--- config.mk ---
export PLATFORM = sky130hd
export DESIGN_NAME = adc_spi_responder
export DESIGN_NICKNAME = d
export VERILOG_FILES = /design/src/rtl/adc_spi_responder_pkg.sv /design/src/rtl/adc_spi_responder_spi_sync_edge.sv /design/src/rtl/adc_spi_responder.sv
export SDC_FILE = /design/constraint.sdc
export NUM_CORES = 1
export LEC_CHECK = 0
export ABC_AREA = 1
export BUFFER_PORTS_ARGS = -buffer_cell sky130_fd_sc_hd__buf_2
export CORE_ASPECT_RATIO = 0.7
export CORE_MARGIN = 8
export CORE_UTILIZATION = 32
export CTS_BUF_LIST = sky130_fd_sc_hd__clkbuf_4 sky130_fd_sc_hd__clkbuf_8
export CTS_CLUSTER_SIZE = 14
export DETAILED_ROUTE_END_ITERATION = 6
export PLACE_DENSITY = 0.59
export SKIP_CTS_REPAIR_TIMING = 1
export SYNTH_ARGS = -nofsm -noshare
export SYNTH_HDL_FRONTEND = slang
export SYNTH_SLANG_ARGS = --single-unit
--- constraint.sdc ---
create_clock -name aclk -period 1.6 [get_ports aclk]
set_input_delay 0.16 -clock aclk [delete_from_list [all_inputs] [get_ports aclk]]
set_output_delay 0.16 -clock aclk [all_outputs]
set_load 0.01 [all_outputs]
--- src/rtl/adc_spi_responder_pkg.sv ---
// Shared definitions for the 3-wire SPI register responder: frame geometry, register map, FSM states.
// Register file is carried as one packed struct so read mux and clear-all stay in one place.
package adc_spi_responder_pkg;

    localparam int FRAME_W = 16;
    localparam int HDR_W   = 8;
    localparam int DATA_W  = FRAME_W - HDR_W;

    localparam logic [6:0] ADDR_CTRL    = 7'h00;
    localparam logic [6:0] ADDR_PWR     = 7'h01;
    localparam logic [6:0] ADDR_TIMING  = 7'h02;
    localparam logic [6:0] ADDR_OUTMODE = 7'h03;
    localparam logic [6:0] ADDR_FORMAT  = 7'h04;

    typedef enum logic [2:0] {
        IDLE  = 3'd0,
        HDR   = 3'd1,
        WDATA = 3'd2,
        RDATA = 3'd3,
        HOLD  = 3'd4
    } state_t;

    typedef struct packed {
        logic [7:0] format;
        logic [7:0] outmode;
        logic [7:0] timing;
        logic [7:0] pwr;
    } regs_t;

    // Control register and unmapped addresses read back as zero.
    function automatic logic [DATA_W-1:0] read_reg(input regs_t regs, input logic [6:0] addr);
        case (addr)
            ADDR_PWR:     read_reg = regs.pwr;
            ADDR_TIMING:  read_reg = regs.timing;
            ADDR_OUTMODE: read_reg = regs.outmode;
            ADDR_FORMAT:  read_reg = regs.format;
            default:      read_reg = '0;
        endcase
    endfunction

endpackage

--- src/rtl/adc_spi_responder_spi_sync_edge.sv ---
// Multi-flop synchronizer with single-cycle rise/fall pulses; edges appear STAGES cycles after the pin.
// No backpressure; edges are suppressed until the chain has flushed its reset value after reset.
module spi_sync_edge #(
    parameter int   STAGES  = 2,
    parameter logic RST_VAL = 1'b0
) (
    input  logic aclk,
    input  logic aresetn,
    input  logic din,
    output logic rise,
    output logic fall
);

    logic [STAGES-1:0] sync_q;
    logic              prev_q;
    logic [STAGES:0]   flush_q;
    logic              level;
    logic              live;

    always_ff @(posedge aclk or negedge aresetn) begin
        if (!aresetn) begin
            sync_q  <= {STAGES{RST_VAL}};
            prev_q  <= RST_VAL;
            flush_q <= '0;
        end else begin
            sync_q  <= {sync_q[STAGES-2:0], din};
            prev_q  <= sync_q[STAGES-1];
            flush_q <= {flush_q[STAGES-1:0], 1'b1};
        end
    end

    // Both the level and its delayed copy must hold real pin samples before an edge is trusted,
    // otherwise a reset taken mid-frame would fake an n_cs falling edge on release.
    assign level = sync_q[STAGES-1];
    assign live  = flush_q[STAGES];
    assign rise  = live & level & ~prev_q;
    assign fall  = live & ~level & prev_q;

endmodule

--- src/rtl/adc_spi_responder.sv ---
// 3-wire SPI slave exposing four 8-bit config registers; writes commit 1 aclk after the 16th sclk rise.
// No backpressure: the SPI master owns timing, read bits are launched on each synchronized sclk fall.
module adc_spi_responder
    import adc_spi_responder_pkg::*;
#(
    parameter int SYNC_STAGES = 2
) (
    input  logic       aclk,
    input  logic       aresetn,
    input  logic       n_cs,
    input  logic       sclk,
    input  logic       sdio_i,
    output logic       sdio_o,
    output logic       sdio_t,
    output logic [7:0] reg_pwr,
    output logic [7:0] reg_timing,
    output logic [7:0] reg_outmode,
    output logic [7:0] reg_format,
    output logic       wr_strobe,
    output logic [6:0] wr_addr,
    output logic       frame_err
);

    localparam logic [4:0] LAST_HDR_BIT   = 5'(HDR_W - 1);
    localparam logic [4:0] LAST_FRAME_BIT = 5'(FRAME_W - 1);
    localparam logic [4:0] FRAME_BITS     = 5'(FRAME_W);

    logic ncs_rise;
    logic ncs_fall;
    logic sclk_rise;
    logic sclk_fall;

    logic [SYNC_STAGES-1:0] sdio_sr;
    logic                   sdio_sync;

    spi_sync_edge #(.STAGES(SYNC_STAGES), .RST_VAL(1'b1)) u_ncs_sync (
        .aclk    (aclk),
        .aresetn (aresetn),
        .din     (n_cs),
        .rise    (ncs_rise),
        .fall    (ncs_fall)
    );

    spi_sync_edge #(.STAGES(SYNC_STAGES), .RST_VAL(1'b0)) u_sclk_sync (
        .aclk    (aclk),
        .aresetn (aresetn),
        .din     (sclk),
        .rise    (sclk_rise),
        .fall    (sclk_fall)
    );

    // Same depth as the sclk chain so the data bit lines up with its detected rising edge.
    always_ff @(posedge aclk or negedge aresetn) begin
        if (!aresetn) begin
            sdio_sr <= '0;
        end else begin
            sdio_sr <= {sdio_sr[SYNC_STAGES-2:0], sdio_i};
        end
    end
    assign sdio_sync = sdio_sr[SYNC_STAGES-1];

    state_t             state;
    state_t             state_nx;
    logic [4:0]         bit_cnt;
    // R/W bit is consumed on the 8th edge, so only address and data are retained.
    logic [FRAME_W-2:0] frame_sr;
    logic [DATA_W-1:0]  rd_sr;
    logic               commit_pend;
    regs_t              regs;

    logic start;
    logic shift_en;
    logic load_rd;
    logic drive_bit;
    logic release_sdio;
    logic commit_set;
    logic abort_err;

    always_comb begin
        state_nx     = state;
        start        = 1'b0;
        shift_en     = 1'b0;
        load_rd      = 1'b0;
        drive_bit    = 1'b0;
        release_sdio = 1'b0;
        commit_set   = 1'b0;
        abort_err    = 1'b0;
        // n_cs deassertion overrides any sclk edge seen in the same cycle.
        if (ncs_rise) begin
            state_nx     = IDLE;
            release_sdio = 1'b1;
            abort_err    = (bit_cnt != 5'd0) && (bit_cnt < FRAME_BITS);
        end else begin
            case (state)
                IDLE: begin
                    if (ncs_fall) begin
                        state_nx = HDR;
                        start    = 1'b1;
                    end
                end
                HDR: begin
                    if (sclk_rise) begin
                        shift_en = 1'b1;
                        if (bit_cnt == LAST_HDR_BIT) begin
                            if (frame_sr[HDR_W-2]) begin
                                state_nx = RDATA;
                                load_rd  = 1'b1;
                            end else begin
                                state_nx = WDATA;
                            end
                        end
                    end
                end
                WDATA: begin
                    if (sclk_rise) begin
                        shift_en = 1'b1;
                        if (bit_cnt == LAST_FRAME_BIT) begin
                            state_nx   = HOLD;
                            commit_set = 1'b1;
                        end
                    end
                end
                RDATA: begin
                    if (sclk_rise) begin
                        shift_en = 1'b1;
                        if (bit_cnt == LAST_FRAME_BIT) begin
                            state_nx = HOLD;
                        end
                    end else if (sclk_fall) begin
                        drive_bit = 1'b1;
                    end
                end
                HOLD: begin
                    if (sclk_fall) begin
                        release_sdio = 1'b1;
                    end
                end
                default: state_nx = IDLE;
            endcase
        end
    end

    logic [6:0]        commit_addr;
    logic [DATA_W-1:0] commit_data;
    assign commit_addr = frame_sr[FRAME_W-2:DATA_W];
    assign commit_data = frame_sr[DATA_W-1:0];

    always_ff @(posedge aclk or negedge aresetn) begin
        if (!aresetn) begin
            state       <= IDLE;
            bit_cnt     <= '0;
            frame_sr    <= '0;
            rd_sr       <= '0;
            commit_pend <= 1'b0;
            regs        <= '0;
            sdio_o      <= 1'b0;
            sdio_t      <= 1'b1;
            wr_strobe   <= 1'b0;
            wr_addr     <= '0;
            frame_err   <= 1'b0;
        end else begin
            state       <= state_nx;
            commit_pend <= commit_set;
            frame_err   <= abort_err;
            wr_strobe   <= 1'b0;

            if (start || ncs_rise) begin
                bit_cnt <= '0;
            end else if (shift_en) begin
                bit_cnt <= bit_cnt + 5'd1;
            end

            if (start) begin
                frame_sr <= '0;
            end else if (shift_en) begin
                frame_sr <= {frame_sr[FRAME_W-3:0], sdio_sync};
            end

            // Address LSB is still on the pin path, so it is spliced in directly.
            if (load_rd) begin
                rd_sr <= read_reg(regs, {frame_sr[HDR_W-3:0], sdio_sync});
            end else if (drive_bit) begin
                rd_sr <= {rd_sr[DATA_W-2:0], 1'b0};
            end

            if (release_sdio) begin
                sdio_t <= 1'b1;
                sdio_o <= 1'b0;
            end else if (drive_bit) begin
                sdio_t <= 1'b0;
                sdio_o <= rd_sr[DATA_W-1];
            end

            if (commit_pend) begin
                case (commit_addr)
                    ADDR_PWR: begin
                        regs.pwr  <= commit_data;
                        wr_strobe <= 1'b1;
                        wr_addr   <= commit_addr;
                    end
                    ADDR_TIMING: begin
                        regs.timing <= commit_data;
                        wr_strobe   <= 1'b1;
                        wr_addr     <= commit_addr;
                    end
                    ADDR_OUTMODE: begin
                        regs.outmode <= commit_data;
                        wr_strobe    <= 1'b1;
                        wr_addr      <= commit_addr;
                    end
                    ADDR_FORMAT: begin
                        regs.format <= commit_data;
                        wr_strobe   <= 1'b1;
                        wr_addr     <= commit_addr;
                    end
                    ADDR_CTRL: begin
                        if (commit_data[DATA_W-1]) begin
                            regs      <= '0;
                            wr_strobe <= 1'b1;
                            wr_addr   <= commit_addr;
                        end
                    end
                    default: ;
                endcase
            end
        end
    end

    assign reg_pwr     = regs.pwr;
    assign reg_timing  = regs.timing;
    assign reg_outmode = regs.outmode;
    assign reg_format  = regs.format;

endmodule

==> results of run 1 <==
[logic make-up after synthesis]
family | synth area share [%]
and+or+nand+nor | 27.7
other | 0.0940
buffers and inverters | 5.74
adders and majority gates | 0.941
AOI/OAI and AO/OA | 11.5
DFF | 54.1
[final timing paths]
check / cells after the start / to / slack [ps] / startpoint
max in group asynchronous: 3 / sdio_t / 720 / aresetn
min reg2reg: 0 / u_ncs_sync.flush_q[1] / 350 / u_sclk_sync.flush_q[0]
min: 2 / reg_outmode[1] / 260 / aresetn
min in group aclk: 0 / u_ncs_sync.flush_q[1] / 350 / u_sclk_sync.flush_q[0]
max reg2reg: 7 / reg_format[7] / 20 / frame_sr[13]
max: 7 / reg_format[7] / 20 / frame_sr[13]
[flip-flops by register name, indices dropped and copies added (netlist names), 2 cells and up]
name,count
bit_cnt,5
u_ncs_sync.sync_q,2
reg_pwr,8
frame_sr,15
u_sclk_sync.sync_q,2
rd_sr,8
reg_outmode,8
reg_format,8
state,3
sdio_sr,2
wr_addr,7
reg_timing,8
u_ncs_sync.flush_q,2
[worst register-to-register path, stage by stage (launching register included)]
cell,delay [ps]
dfrtp_1,410
nor3_4,260
nand2_4,110
clkinv_8,90
nand3_4,170
buf_12,190
nand3_4,150
o21ai_1,90
[per-layer routing]
metal	global-route usage, %	vias to the layer above	share of wire (%)
met1	16.8	1580	48
met3	3.78	11	6.6
met5	0	-	0
met2	18.7	108	45
li1	-	1625	-
met4	4.31	0	1.0
[area by class of cell]
type / count / area share (%)
clock buffers: 11 / 2.79
well taps: 162 / 3.90
clock inverters: 5 / 1.59
repair buffers: 86 / 12.9
inverters: 34 / 2.75
flip-flops and latches: 86 / 41.6
multi-input cells: 305 / 34.5
[cell usage in the layout (no fill, tap or decap), types with 10 or more instances in the layout]
master,instances
buf_4,23
inv_1,26
o21ai_0,24
buf_2,46
nor2_1,18
nand2_2,10
o21ai_2,27
o21ai_1,10
dfrtp_1,78
nand3_1,48
nand2_1,111
clkbuf_8,10
[power groups by stage]
stage	sequential (uW)	combinational, uW	clock, uW
3_5_place_dp	2440	671	0
6_report	2410	786	1710
4_1_cts	2400	674	1760
3_3_place_gp	2430	659	0
2_1_floorplan	2410	435	0
5_1_grt	2430	888	1850
[through the flow]
step                TNS (ps)  total power, uW  utilization, %  cells  hold slack, ps
global route           -1150             5160            42.3    689             260
finish                     0             4910            42.3    689             261
detailed placement         0             3110            36.8    650             107
global placement           0             3090            36.8    650             104
floorplan                  0             2850               -    434            -136
CTS                    -36.3             4830            38.7    666            -294
==> impl_metrics.json, run 1 <==
{
  "outcome": "complete, no violations",
  "antenna_found_initial": 0,
  "switching_share_pct": 28.0,
  "cts_tree": "built",
  "cpLargestDelayFamily": "simple AND/OR/NAND/NOR gates",
  "drv_slew": 0,
  "crit_top_cell": "nand3_4",
  "p_comb_share_pct": 16.0,
  "grt_pass1_wl_mm": 16.2,
  "switchingPower_uw": 1370,
  "async_reset_ff_share_pct": 100,
  "power.internal_uw": 3540,
  "wl_per_cell_um": 14.8,
  "min_period_over_period_pct": 98.7,
  "synthCells": 434,
  "setup_viol": 0,
  "h-tree-depth": 3,
  "fmax_mhz": 633,
  "hold_viol_final": 0,
  "place.detailed.hpwl_mm": 7.11,
  "io_buffers": 47,
  "drc": 0,
  "syn_avg_cell_area_sq_um": 9.19,
  "cp_num_buf_inv": 2,
  "syn_nets": 442,
  "rsz0062_at_grt": "yes",
  "p_clk_share_pct": 34.9,
  "antennaDiodeCount": 0,
  "cap_violations": 0,
  "hold_class": "in2async",
  "seqCellArea_sq_um": 2160,
  "cp_max_fo": 8,
  "design_area_sq_um": 5200,
  "worst_pin_slew_ps": 610,
  "fp.dieW_um": 149,
  "drt-initial-drc-count": 202,
  "endpoint_kind": "flip-flop",
  "synth_area_leaders": "dfrtp_1 51%, nand2_1 12%, nand3_1 6.3%, o21ai_0 4.4%, o21ai_2 4.2%",
  "fillers": 1211,
  "crit_slowest_cell": "dfrtp_1",
  "cts_root_buffer": "clkbuf_8",
  "crit_path_start_kind": "flip-flop",
  "crit_required_ps": 1850,
  "drive_above_1_share_pct": 35.9,
  "crit_chain": "nor3_4 > nand2_4 > clkinv_8 > nand3_4 > buf_12 > nand3_4 > o21ai_1",
  "cts.sinks": 86,
  "synth_cell_types": 37,
  "pre_cts_ws_ps": 2.36,
  "ys_seq_area_share_pct": 54.1,
  "critical_path_arrival_ps": 1820,
  "die_h_um": 109,
  "grt_max_degree": 38,
  "placed_area_sq_um": 4530,
  "die_area_sq_um": 16400,
  "num_vias": 3324,
  "ys_top_cells_by_count": "123 x nand2_1, 82 x dfrtp_1, 50 x nand3_1",
  "drtAntennaViolNets": 0,
  "grt_pass1_vias": 3156,
  "ys_warn_count": 0,
  "cts_made_buffers": 9,
  "overflow": 0,
  "p_leak_uw": 0.00251,
  "synth.most_common_cell": "nand2_1",
  "nets": 530,
  "viasPerCell": 4.82,
  "gr-usage-all-layers_pct": 12.5,
  "io-pin-count": 48,
  "synth_top_area_share_pct": 51.4,
  "drt_wl_total_mm": 10.2,
  "ys_ff_latch": 86,
  "synth_edf_count": 0,
  "clk_pin_slew_worst_paths_ps": 90,
  "crit_type": "reg2reg",
  "multiInputGateArea_sq_um": 1790,
  "gp_congestion": 0.773,
  "initial_core_util_pct": 32.4,
  "clk_path_buf_depth": 2,
  "slowest_delay_ps": 410,
  "relSlewSlack_pct": 59.3,
  "row_count": 34,
  "vdd_drop_max_mv": 0.378,
  "fin_skew_ps": 8.73,
  "p_per_area_nw_per_um2": 945,
  "netlist_area_sq_um": 3990,
  "clk_latency_ps": 360,
  "core_sq_um": 12300,
  "fin_ws_ps": 21.1,
  "min_period_ps": 1580,
  "sequentialPowerShare_pct": 49.1,
  "ys.flop_type": "dfrtp_1",
  "area_growth_syn_to_layout_pct": 30.3,
  "yosysTopAreaCell": "dfrtp_1",
  "dr.pass1.iters": 4
}
Power figures use the tool's default switching activity.
==> run 2: changes to the inputs <==
--- a/config.mk
+++ b/config.mk
@@ -5,10 +5,10 @@
 export SDC_FILE = /design/constraint.sdc
 export NUM_CORES = 1
 export LEC_CHECK = 0
-export ABC_AREA = 1
+export ABC_AREA = 0
 export BUFFER_PORTS_ARGS = -buffer_cell sky130_fd_sc_hd__buf_2
 export CORE_ASPECT_RATIO = 0.7
-export CORE_MARGIN = 8
+export CORE_MARGIN = 2
 export CORE_UTILIZATION = 32
 export CTS_BUF_LIST = sky130_fd_sc_hd__clkbuf_4 sky130_fd_sc_hd__clkbuf_8
 export CTS_CLUSTER_SIZE = 14
==> run 2 against run 1 <==
  * The run now ends with setup timing left
  * Sequential share of layout area shrank 1.3 points
  * Area after synthesis shrank 2.8%
  * Clock power fell by 13%
  * First-iteration DRC count shrank 16%
  * Sequential cell count unchanged
  * Non-clock buffer count is 32 higher
  * Power shrank 10%
  * Critical path depth decreased by 3
  * Routed wire length shrank 3.1%
  * Maximum frequency shrank 14%
==> impl_metrics.json, run 2 <==
{
  "outcome": "finished with violations",
  "violations": "setup timing",
  "r2r-start": "u_ncs_sync.prev_q",
  "drt_wl_total_mm": 9.91,
  "p_leak_uw": 0.00254,
  "crit_chain": "and3b_2 > or4_4 > or3_1 > a21oi_2",
  "slowest_delay_ps": 540,
  "ys.flop_type": "dfrtp_1",
  "drt-initial-drc-count": 170,
  "fmax_mhz": 544,
  "clk_latency_ps": 360,
  "setup_viol": 60,
  "dr.pass1.iters": 4,
  "io_buffers": 47,
  "die_h_um": 96.1,
  "initial_core_util_pct": 33.0,
  "cts_tree": "built",
  "highest_layer": "met4",
  "crit_type": "reg2reg",
  "critical_path_arrival_ps": 2130,
  "ys_seq_area_share_pct": 55.6,
  "clk_path_buf_depth": 2,
  "yosysTopAreaCell": "dfrtp_1",
  "drtAntennaViolNets": 0,
  "synth_edf_count": 0,
  "synthCells": 327,
  "cts.sinks": 86,
  "antenna_found_initial": 0,
  "cap_violations": 0,
  "syn_nets": 335,
  "whs_ps": 269,
  "async_reset_ff_share_pct": 100,
  "hold_viol_final": 0,
  "crit_slowest_cell": "dfstp_2",
  "synth.most_common_cell": "dfrtp_1",
  "cts_made_buffers": 9,
  "ys_warn_count": 0,
  "final_cell_mix": "81 x dfrtp_1, 57 x buf_4, 46 x buf_2",
  "switching_share_pct": 26.2,
  "synth_cell_types": 50,
  "grt_pass1_wl_mm": 15.9,
  "row_count": 33,
  "cts_root_buffer": "clkbuf_8",
  "crit_start": "u_ncs_sync.prev_q",
  "wl_per_cell_um": 16.6,
  "min_period_over_period_pct": 115,
  "cp_max_fo": 5,
  "sequentialPowerShare_pct": 51.7,
  "ys_top_cells_by_count": "82 x dfrtp_1, 35 x nand2_1, 28 x mux2_2",
  "crit_path_start_kind": "flip-flop",
  "timing.rr.end": "bit_cnt[2]",
  "finalSetupTns_ps": -9290,
  "layout_commonest_cell": "dfrtp_1",
  "rrSetupSlack_ps": -240,
  "io-pin-count": 48,
  "place.detailed.hpwl_mm": 7.14,
  "p_comb_share_pct": 14.7,
  "die_area_sq_um": 13000,
  "p_per_area_nw_per_um2": 825,
  "ys_ff_latch": 86,
  "synth_top_area_share_pct": 52.9,
  "grt_max_degree": 32,
  "h-tree-depth": 3,
  "fin_ws_ps": -237,
  "switchingPower_uw": 1160,
  "crit_required_ps": 1890,
  "netlist_area_sq_um": 3880,
  "grt_pass1_vias": 2969,
  "gp_congestion": 0.789,
  "antennaDiodeCount": 0,
  "power.internal_uw": 3250,
  "fin_skew_ps": 9.27,
  "core_sq_um": 11800,
  "vdd_drop_max_mv": 0.406,
  "largest_reg_flops": 15,
  "synth_area_leaders": "dfrtp_1 53%, mux2_2 8.1%, mux2i_1 3.6%, nand2_1 3.4%, mux2_4 3.1%",
  "wl_met3_um": 430,
  "hold_class": "in2async",
  "min_period_ps": 1840,
  "critPathCapture": "bit_cnt[2]",
  "drc": 0,
  "area_growth_syn_to_layout_pct": 37.9,
  "drv_slew": 0,
  "viasPerCell": 4.89,
  "overflow": 0,
  "drive_above_1_share_pct": 50.0,
  "endpoint_kind": "flip-flop",
  "p_clk_share_pct": 33.6,
  "nets": 444,
  "met1Wirelength_mm": 5.18,
  "regMostFlops": "frame_sr",
  "clk_pin_slew_worst_paths_ps": 90,
  "gr-usage-all-layers_pct": 16.1,
  "r2r_cells": 4,
  "syn_avg_cell_area_sq_um": 11.9,
  "dr_wl_met2_mm": 4.25,
  "rsz0062_at_grt": "yes",
  "fp.dieW_um": 136,
  "num_vias": 2922
}
-- run 2: cell types whose count changed after synthesis, moves of 19 or more --
cell | previous run | this run
o21ai_0 | 35 | 5
nand3_1 | 50 | 3
nand2_1 | 123 | 35
mux2_2 | 0 | 28
o21ai_2 | 19 | 0
inv_1 | 29 | 8
-- run 2: cell type report --
type / instances / area (sq um)
Clock buffer: 9 / 124
Sequential cell: 86 / 2160
Clock inverter: 6 / 63.8
Timing Repair Buffer: 118 / 870
Multi-Input combinational cell: 213 / 1900
Tap cell: 157 / 196
Inverter: 8 / 32.5
Fill cell: 1071 / 6420
-- run 2: worst min path at each step --
stage                     startpoint             end  slack, ps  cells past startpoint
after floorplan              aresetn      bit_cnt[0]       -140                      0
after global placement       aresetn  reg_outmode[4]        120                      1
after detailed placement     aresetn  reg_outmode[4]        120                      1
after CTS                    aresetn   reg_timing[7]       -280                      1
after global routing         aresetn  reg_outmode[4]        270                      2
final                        aresetn   reg_format[1]        270                      2
-- run 2: logic make-up (layout without fill, tap and decap cells) --
kind of cell / after synthesis / in the layout / synth area share (%)
AO/OA/AOI/OAI: 56 / 56 / 9.94
adder cells (fa/ha/maj): 3 / 3 / 0.968
buffers and inverters: 28 / 141 / 3.29
flip-flops: 86 / 86 / 55.6
multiplexers: 50 / 50 / 14.8
other: 1 / 1 / 0.0967
AND/OR/NAND/NOR: 103 / 103 / 15.3
-- run 2: power groups by stage --
| stage | registers (uW) | logic, uW | clock network [uW] |
|---|---|---|---|
| after detailed placement | 2320 | 528 | 0 |
| final | 2280 | 651 | 1480 |
| after CTS | 2280 | 532 | 1530 |
| after global routing | 2290 | 706 | 1640 |
| after global placement | 2320 | 523 | 0 |
| after floorplan | 2310 | 257 | 0 |
-- run 2: metrics by stage --
stage               total power, uW  utilization (%)  area (sq um)  setup slack [ps]  std cells
finish                         4410             45.5          5350              -237        597
CTS                            4340             42.9          5050              -243        588
detailed placement             2850             41.3          4860              -220        573
global route                   4630             45.5          5350              -281        597
floorplan                      2570                -          4000              -298        327
global placement               2840             41.3          4860              -199        573
-- run 2: worst max-delay path, delay by kind of cell (launching register included) --
kind,cells,cell delay (ps)
compound gates,1,120
flops,1,540
simple gates,3,1100
-- run 2: metal layers --
layer,global-route usage (%),vias to the layer above
met5,0,-
met4,4.69,0
met3,4.21,4
met2,21.9,57
met1,24.7,1480
li1,-,1381
==> run 3: changes to the inputs <==
--- a/config.mk
+++ b/config.mk
@@ -6,15 +6,15 @@
 export NUM_CORES = 1
 export LEC_CHECK = 0
 export ABC_AREA = 0
-export BUFFER_PORTS_ARGS = -buffer_cell sky130_fd_sc_hd__buf_2
 export CORE_ASPECT_RATIO = 0.7
 export CORE_MARGIN = 2
 export CORE_UTILIZATION = 32
 export CTS_BUF_LIST = sky130_fd_sc_hd__clkbuf_4 sky130_fd_sc_hd__clkbuf_8
 export CTS_CLUSTER_SIZE = 14
 export DETAILED_ROUTE_END_ITERATION = 6
-export PLACE_DENSITY = 0.59
-export SKIP_CTS_REPAIR_TIMING = 1
+export DONT_BUFFER_PORTS = 1
+export HOLD_SLACK_MARGIN = 0.08
+export PLACE_DENSITY = 0.56
 export SYNTH_ARGS = -nofsm -noshare
 export SYNTH_HDL_FRONTEND = slang
 export SYNTH_SLANG_ARGS = --single-unit
==> run 3 against run 2 <==
  * The run ends with hold timing, setup timing left
  * Global-route usage grew 0.14 points
  * Combinational power down 8.0%
  * First-iteration DRC count is 36% lower
  * Register-to-register slack worse by 20 ps
  * Core utilization decreased by 0.21 points
  * Clock power rose by 3%
  * Sequential cell count unchanged
  * Maximum frequency is 0.93% lower
  * Via count decreased by 3.8%
==> impl_metrics.json, run 3 (synthesized netlist as in run 2, its figures left out) <==
{
  "drive_above_1_share_pct": 49.4,
  "gp_congestion": 0.808,
  "area_growth_syn_to_layout_pct": 37.3,
  "drtAntennaViolNets": 0,
  "drt-initial-drc-count": 108,
  "cts.sinks": 86,
  "whs_ps": -517,
  "crit_start": "u_ncs_sync.prev_q",
  "place.detailed.hpwl_mm": 6.65,
  "crit_path_start_kind": "flip-flop",
  "grt_pass1_wl_mm": 15.8,
  "fin_ws_ps": -255,
  "crit_chain": "and3b_2 > or4_4 > buf_12 > buf_16 > nand2_4 > a21oi_2",
  "viasPerCell": 5.06,
  "fmax_mhz": 539,
  "cp.depth": 6,
  "row_count": 33,
  "wl_per_cell_um": 18.1,
  "overflow": 0,
  "min_period_ps": 1850,
  "crit_type": "reg2reg",
  "crit_required_ps": 1840,
  "antennaDiodeCount": 0,
  "vdd_drop_max_mv": 0.536,
  "critical_path_arrival_ps": 2100,
  "cts_made_buffers": 9,
  "grt_pass1_vias": 2913,
  "final_util_pct": 45.2,
  "regMostFlops": "frame_sr",
  "num_vias": 2811,
  "finalSetupTns_ps": -10670,
  "gr-usage-all-layers_pct": 16.2,
  "pre_cts_ws_ps": -217,
  "r2r_cells": 6,
  "clk_pin_slew_worst_paths_ps": 90,
  "largest_reg_flops": 15,
  "hold_buffers": 3,
  "violations": "hold timing, setup timing",
  "cp_num_buf_inv": 2,
  "cts_root_buffer": "clkbuf_8",
  "p_leak_uw": 0.00236,
  "io-pin-count": 48,
  "setup_viol": 63,
  "drt_wl_total_mm": 10.1,
  "antenna_found_initial": 0,
  "core_sq_um": 11800,
  "crit_slowest_cell": "dfstp_2",
  "final_cell_mix": "82 x dfrtp_1, 55 x buf_4, 32 x mux2_4",
  "fin_skew_ps": 11.0,
  "nets": 402,
  "dr.pass1.iters": 4,
  "p_per_area_nw_per_um2": 827,
  "clk_path_buf_depth": 2,
  "endpoint_kind": "flip-flop",
  "die_area_sq_um": 13000,
  "outcome": "finished with violations",
  "fp.dieW_um": 136,
  "cap_violations": 0,
  "timing.rr.end": "frame_sr[11]",
  "cpLargestDelayFamily": "simple AND/OR/NAND/NOR gates",
  "layout_commonest_cell": "dfrtp_1",
  "critPathCapture": "frame_sr[11]",
  "drv_slew": 0,
  "rrSetupSlack_ps": -250,
  "grt_max_degree": 87,
  "clk_latency_ps": 360,
  "slowest_delay_ps": 540,
  "h-tree-depth": 3,
  "die_h_um": 96.1,
  "hold_class": "in2async",
  "initial_core_util_pct": 33.0,
  "drc": 0,
  "io_buffers": 0,
  "cp_max_fo": 6,
  "min_period_over_period_pct": 116,
  "cts_tree": "built",
  "r2r-start": "u_ncs_sync.prev_q",
  "rsz0062_at_grt": "yes",
  "hold_viol_final": 86
}
## run 3: changes by cell type in the layout (fill, tap and decap cells not counted), moves of 3 or more
cell	previous run	this run
buf_2	46	0
nand2_1	35	22
nand2_4	0	13
a21oi_1	14	2
a21oi_2	3	15
buf_6	5	12
a221oi_1	0	3
a221oi_2	3	0
a2bb2oi_1	0	3
a2bb2oi_2	3	0
and2_1	7	10
and2_4	5	2
## run 3: stage by stage
| stage | std cells | cell area (sq um) | hold slack [ps] | total power, uW |
|---|---|---|---|---|
| 4_1_cts | 555 | 5120 | -541 | 4420 |
| 3_3_place_gp | 523 | 4580 | -132 | 2780 |
| 3_5_place_dp | 523 | 4580 | -132 | 2790 |
| 6_report | 556 | 5320 | -517 | 4410 |
| 5_1_grt | 556 | 5320 | -552 | 4600 |
| 2_1_floorplan | 327 | 4000 | -136 | 2570 |
## run 3: power breakdown
group	leakage, uW	total [uW]	internal [uW]	switching [uW]
combinational	0.00109	599	306	294
sequential	0.00116	2280	2230	45.6
clock	0.000102	1530	758	770
## run 3: cell type report
class,instances,area [sq um]
fillers,1099,6440
flip-flops and latches,86,2160
multi-input cells,213,2040
repair buffers,76,706
well taps,157,196
clock buffers,10,138
clock inverters,6,61.3
inverters,8,30.0
## run 3: what timing repair did
item | 4_1_cts | 5_1_grt
cloned | 5 | 0
pin swaps | 16 | 23
endpoints found under the hold margin | 89 | 86
gates resized for setup | 55 | 47
buffers inserted | 9 | 3
endpoints found under the setup margin | 65 | 66
## run 3: worst register-to-register path, cell delays in order (launching register included)
cell	delay [ps]
dfstp_2	540
and3b_2	240
or4_4	540
buf_12	160
buf_16	150
nand2_4	70
a21oi_2	40
## run 3: metal layers
| layer | share of wire, % | track usage [%] | vias to the layer above |
|---|---|---|---|
| met3 | 5.4 | 5.63 | 10 |
| met5 | 0 | 0 | - |
| met2 | 44 | 23.6 | 46 |
| li1 | - | - | 1304 |
| met1 | 50 | 23.1 | 1451 |
| met4 | 1.0 | 4.17 | 0 |
## run 3: how the worst min path moves through the flow
stage / end / slack [ps] / cells after the start
6_report: reg_format[1] / -520 / 0
5_1_grt: reg_format[1] / -550 / 0
4_1_cts: u_sclk_sync.prev_q / -540 / 0
3_5_place_dp: reg_outmode[4] / -130 / 0
3_3_place_gp: reg_outmode[4] / -130 / 0
2_1_floorplan: bit_cnt[0] / -140 / 0
